$ cat src/rtl/ddr4_fine_sweep.sv
// DDR4 PHY fine-delay sweep: steps a shared tap, scores per-lane reads,
// and reports each lane's longest passing window to the training FSM.
module ddr4_fine_sweep #(
  parameter int LANES              = 16,
  parameter int DELAY_TAPS         = 64,
  parameter int SAMPLES_PER_TAP    = 8,
  parameter int PASS_THRESHOLD     = 7,
  parameter int SETTLE_CYCLES      = 4,
  parameter int MIN_WINDOW         = 6,
  parameter int MIN_LANES_REQUIRED = 12,
  localparam int TW = $clog2(DELAY_TAPS),
  localparam int WW = $clog2(DELAY_TAPS + 1),
  localparam int PW = $clog2(SAMPLES_PER_TAP + 1)
) (
  input  logic             clk,
  input  logic             rst_n,
  input  logic             fine_start,
  input  logic [LANES-1:0] read_ok,
  output logic [TW-1:0]    sweep_tap,
  output logic             busy,
  output logic             fine_done,
  output logic             fine_failed,
  output logic [LANES-1:0] lane_valid,
  output logic [TW-1:0]    best_start [0:LANES-1],
  output logic [TW-1:0]    best_end   [0:LANES-1],
  output logic [WW-1:0]    best_width [0:LANES-1]
);

  localparam int CW = $clog2(SETTLE_CYCLES + 1);
  localparam int VW = $clog2(LANES + 1);

  typedef enum logic [2:0] {
    S_IDLE,
    S_SET,
    S_SETTLE,
    S_SAMPLE,
    S_EVAL,
    S_REPORT
  } state_t;

  state_t state;
  logic start_q;
  logic start;
  logic in_sweep;

  logic [CW-1:0] settle_cnt;
  logic [PW-1:0] samp_cnt;
  logic [PW-1:0] pass_cnt  [LANES];
  logic [WW-1:0] cur_len   [LANES];
  logic [TW-1:0] cur_start [LANES];
  logic [WW-1:0] new_len   [LANES];
  logic [TW-1:0] run_start [LANES];

  logic [LANES-1:0] tap_good;
  logic [LANES-1:0] valid_nxt;
  logic [VW-1:0]    valid_cnt;

  assign start = fine_start & ~start_q;
  assign busy  = (state != S_IDLE);

  // Requester dropping fine_start during the sweep proper aborts it.
  assign in_sweep = (state == S_SET) || (state == S_SETTLE) ||
                    (state == S_SAMPLE) || (state == S_EVAL);

  always_comb begin
    valid_cnt = '0;
    for (int l = 0; l < LANES; l++) begin
      tap_good[l]  = pass_cnt[l] >= PW'(PASS_THRESHOLD);
      new_len[l]   = cur_len[l] + WW'(1);
      run_start[l] = (cur_len[l] == '0) ? sweep_tap : cur_start[l];
      valid_nxt[l] = best_width[l] >= WW'(MIN_WINDOW);
      valid_cnt    = valid_cnt + VW'(valid_nxt[l]);
    end
  end

  always_ff @(posedge clk or negedge rst_n) begin
    if (!rst_n) begin
      state       <= S_IDLE;
      start_q     <= 1'b0;
      settle_cnt  <= '0;
      samp_cnt    <= '0;
      sweep_tap   <= '0;
      fine_done   <= 1'b0;
      fine_failed <= 1'b0;
      lane_valid  <= '0;
      for (int l = 0; l < LANES; l++) begin
        best_start[l] <= '0;
        best_end[l]   <= '0;
        best_width[l] <= '0;
        cur_len[l]    <= '0;
        cur_start[l]  <= '0;
        pass_cnt[l]   <= '0;
      end
    end else begin
      start_q     <= fine_start;
      fine_done   <= 1'b0;
      fine_failed <= 1'b0;
      if (in_sweep && !fine_start) begin
        state <= S_IDLE;
      end else begin
        case (state)
          S_IDLE: begin
            if (start) begin
              sweep_tap  <= '0;
              lane_valid <= '0;
              for (int l = 0; l < LANES; l++) begin
                best_start[l] <= '0;
                best_end[l]   <= '0;
                best_width[l] <= '0;
                cur_len[l]    <= '0;
                cur_start[l]  <= '0;
                pass_cnt[l]   <= '0;
              end
              state <= S_SET;
            end
          end
          S_SET: begin
            settle_cnt <= '0;
            state      <= S_SETTLE;
          end
          S_SETTLE: begin
            settle_cnt <= settle_cnt + CW'(1);
            if (settle_cnt == CW'(SETTLE_CYCLES - 1)) begin
              samp_cnt <= '0;
              for (int l = 0; l < LANES; l++)
                pass_cnt[l] <= '0;
              state <= S_SAMPLE;
            end
          end
          S_SAMPLE: begin
            samp_cnt <= samp_cnt + PW'(1);
            for (int l = 0; l < LANES; l++)
              pass_cnt[l] <= pass_cnt[l] + PW'(read_ok[l]);
            if (samp_cnt == PW'(SAMPLES_PER_TAP - 1))
              state <= S_EVAL;
          end
          S_EVAL: begin
            for (int l = 0; l < LANES; l++) begin
              if (tap_good[l]) begin
                cur_len[l]   <= new_len[l];
                cur_start[l] <= run_start[l];
                // Strict compare keeps the earliest of equal windows.
                if (new_len[l] > best_width[l]) begin
                  best_start[l] <= run_start[l];
                  best_end[l]   <= sweep_tap;
                  best_width[l] <= new_len[l];
                end
              end else begin
                cur_len[l] <= '0;
              end
            end
            if (sweep_tap == TW'(DELAY_TAPS - 1)) begin
              state <= S_REPORT;
            end else begin
              sweep_tap <= sweep_tap + TW'(1);
              state     <= S_SET;
            end
          end
          S_REPORT: begin
            lane_valid  <= valid_nxt;
            fine_done   <= valid_cnt >= VW'(MIN_LANES_REQUIRED);
            fine_failed <= valid_cnt < VW'(MIN_LANES_REQUIRED);
            state       <= S_IDLE;
          end
          default: state <= S_IDLE;
        endcase
      end
    end
  end

endmodule

$ cat config.mk
export PLATFORM = sky130hd
export DESIGN_NAME = ddr4_fine_sweep
export DESIGN_NICKNAME = d
export VERILOG_FILES = /design/src/rtl/ddr4_fine_sweep.sv
export SDC_FILE = /design/constraint.sdc
export NUM_CORES = 1
export LEC_CHECK = 0
export BUFFER_PORTS_ARGS = -buffer_cell sky130_fd_sc_hd__buf_2
export CORE_ASPECT_RATIO = 2
export CORE_MARGIN = 2
export CORE_UTILIZATION = 59
export DETAILED_ROUTE_END_ITERATION = 6
export PLACE_DENSITY = 0.87
export SLEW_MARGIN = 20
export SYNTH_ARGS = -nofsm -noshare
export SYNTH_HDL_FRONTEND = slang
export SYNTH_SLANG_ARGS = --single-unit
$ cat constraint.sdc
create_clock -name clk -period 4.8 [get_ports clk]
set_clock_uncertainty 0.05 [all_clocks]
set_input_delay 0.48 -clock clk [delete_from_list [all_inputs] [get_ports clk]]
set_output_delay 0.48 -clock clk [all_outputs]
set_load 0.01 [all_outputs]
==> out/metrics.cfg <==
[sta]
setup_violations=0
drv_slew=0
grt_setup_unrepaired=no
slew-limit-headroom_pct=23.2
tightest_slew_ps=1150
timing.final.ws_setup_ps=122
max_freq_mhz=214
fin_crit_sh_pct=97.5
hold_viol_final=0
setup_tns_ps=0
period_needed_ps=4680

[synthesis]
async_reset_ff_share_pct=100
synth-seq-area-share_pct=48.6
synth_top_area_share_pct=48.6
synth-simple-area-share_pct=10.8
synthMuxAreaShare_pct=17.8
synth.avg_cell_area_um2=10.9
synth_top_flop_cell=dfrtp_1
yosysMostFrequentCell=dfrtp_1
synth_fa_ha_area_share_pct=8.03
synth-xor-area-share_pct=2.34
synth_common_cells=dfrtp_1 (611), mux2_2 (310), nor2_1 (258)
synth_cells=2874
synth_top_family_by_area=multiplexers
yosysWarnings=0
yosysTopAreaCell=dfrtp_1
yosys-top-cells-area=dfrtp_1 (49%), mux2_2 (11%), ha_1 (7.4%), mux2i_1 (3.6%), o21ai_0 (3.2%)
syn_area_mm2=0.0315
synth_nets=3088
yosysUniqueCellTypes=53
synth_compound_area_share_pct=7.99
synth_edf_count=0
synth-seq-cells=611

[outcome]
violations=DRC
status=finished with violations

[global_routing]
grt_use_total_pct=31.1
antenna_found_initial=1
grt_max_degree=129
gr-total-overflow=0
grt_pass1_vias=24400
grt_first_pass_wirelength_mm=134

[routing]
num_vias=23600
drtIter0Drc=1786
post_drt_via_cell_ratio=5.99
wl_per_cell_um=21.9
drc_errors=36
ant_nets=0
wl_mm=86.3
firstDrtPassIters=7

[clocking]
insertion_delay_ps=620
root_buffer=clkbuf_16
numCtsBuffers=53
cts_buffer_depth=3
clk_pin_slew_ps=70
clock-sinks=611
cts_htree_levels=2
cts_tree=built

[power]
ir_worst_vdd_v=0.000344
leakagePower_nw=18.7
powerDensity_mw_per_mm2=321

[critical_path]
critPathMaxFanout=2
cp.arrival_ps=5140
start_kind=flip-flop
required_ps=5260
cp_slowest_cell=fa_1
cp_cell_sequence=nor4_4, o21ai_1, buf_4, fa_1, inv_1, fa_1, fa_1, inv_1, fa_1, ha_2, inv_1, fa_2, a22o_1, a221o_1, and2_1
crit_buf_inv=4
end_kind=flip-flop
critical_path_class=flip-flop to flip-flop
crit_path_frequent_cell=fa_1
slowest_delay_ps=550
cp_top_family=adder cells

[die]
die_x_um=167
core_area_mm2=0.0527
io_pins=348
fp.dieArea_mm2=0.0553
start_util_pct=59.7
row_count=119
die_y_um=331

[final_layout]
final_core_util_pct=68.4
final_nets=3443
syn2layout_area_growth_pct=14.6
layout-drive-gt1-share_pct=27.2
fillers=3804
diodes=0

[placed_design]
pre_cts_slack_ps=-177
portBuffers=347
place.gp.congestion=0.893
place_hpwl_mm=61.7

[job]
cap_violations=0

[worst_hold_path]
min_path_type=primary input to flip-flop

[worst paths after layout]
kind	start	to	slack [ps]	cells past startpoint
setup / recovery	best_width[88]	fine_done	120	15
hold / removal	read_ok[2]	pass_cnt[52]	230	4
hold reg to reg	best_start[46]	best_start[46]	430	1
setup reg to reg	best_width[88]	fine_done	120	15
min in group asynchronous	rst_n	pass_cnt[21]	400	2
max in group asynchronous	rst_n	best_end[53]	3110	3
[sequential cells by signal, indices dropped and copies added, names as in the netlist, 4 cells and up]
| signal | count |
|---|---|
| best_start | 96 |
| cur_start | 96 |
| best_end | 96 |
| pass_cnt | 64 |
| sweep_tap | 6 |
| samp_cnt | 4 |
| lane_valid | 16 |
| cur_len | 112 |
| best_width | 112 |
[logic make-up after synthesis]
| logic type | Yosys count |
|---|---|
| flops | 611 |
| mux | 498 |
| simple gates | 761 |
| compound gates | 389 |
| xor+xnor | 84 |
| fa+ha+maj | 196 |
| buf+inv | 335 |
[layout by cell type, fill, tap and decap left out, types with 26 or more instances in the layout]
cell type and n:
xor2_1 75, a31oi_1 26, a22o_1 33, buf_4 60, mux2_1 38, mux2_4 36, ha_1 184, nand3b_1 27
dfrtp_1 609, nand4_1 36, o21ai_0 193, nor2_1 256, buf_2 346, a21oi_1 53, nand2_1 254, mux2i_1 114
nand3_1 79, clkbuf_16 55, inv_1 218, mux2_2 310
[layer usage]
| layer | part of all wire (%) | global-route usage, % | routed length [um] | up-vias |
|---|---|---|---|---|
| li1 | - | - | - | 10700 |
| met1 | 35 | 33.4 | 30200 | 11800 |
| met2 | 51 | 55.8 | 44200 | 875 |
| met3 | 7.4 | 6.79 | 6340 | 284 |
| met4 | 6.5 | 18.7 | 5610 | 0 |
| met5 | 0 | 0 | 0 | - |
[timing repair]
| item | CTS | global route |
|---|---|---|
| hold endpoints to repair | 70 | 0 |
| hold buffers | 2 | 0 |
| gates resized for setup | 14 | 9 |
| pin swaps | 3 | 4 |
| setup buffers | 0 | 1 |
| cloned | 0 | 0 |
| setup endpoints to repair | 2 | 2 |
[where the power goes]
part           internal (W)  switching [W]
Combinational      0.000554        0.00109
Sequential          0.00527       0.000159
Clock               0.00252        0.00199
[area by class of cell]
cell class,count,area [um^2],area share [%]
multi-input combinational,1928,14900,41.4
inverter,219,822,2.28
sequential,611,15300,42.4
clock inverter,21,220,0.611
clock buffer,78,1590,4.42
timing repair buffer,416,2340,6.50
tap,665,832,2.31
[tightest hold or removal path: stages]
cell and delay, ps:
buf_2 80, ha_1 110, nand2_1 40, o21ai_0 130
[stage by stage]
stage                     power, W  area (um^2)  instances  hold slack (ps)
after global placement     0.00710        34100       3834              413
after floorplan            0.00660        31500       2874              134
after CTS                   0.0116        36000       3935              203
after detailed placement   0.00715        34100       3834              419
after global routing        0.0120        36000       3938              249
final                       0.0116        36000       3938              228
No activity file was read; power rests on OpenSTA's default activity.
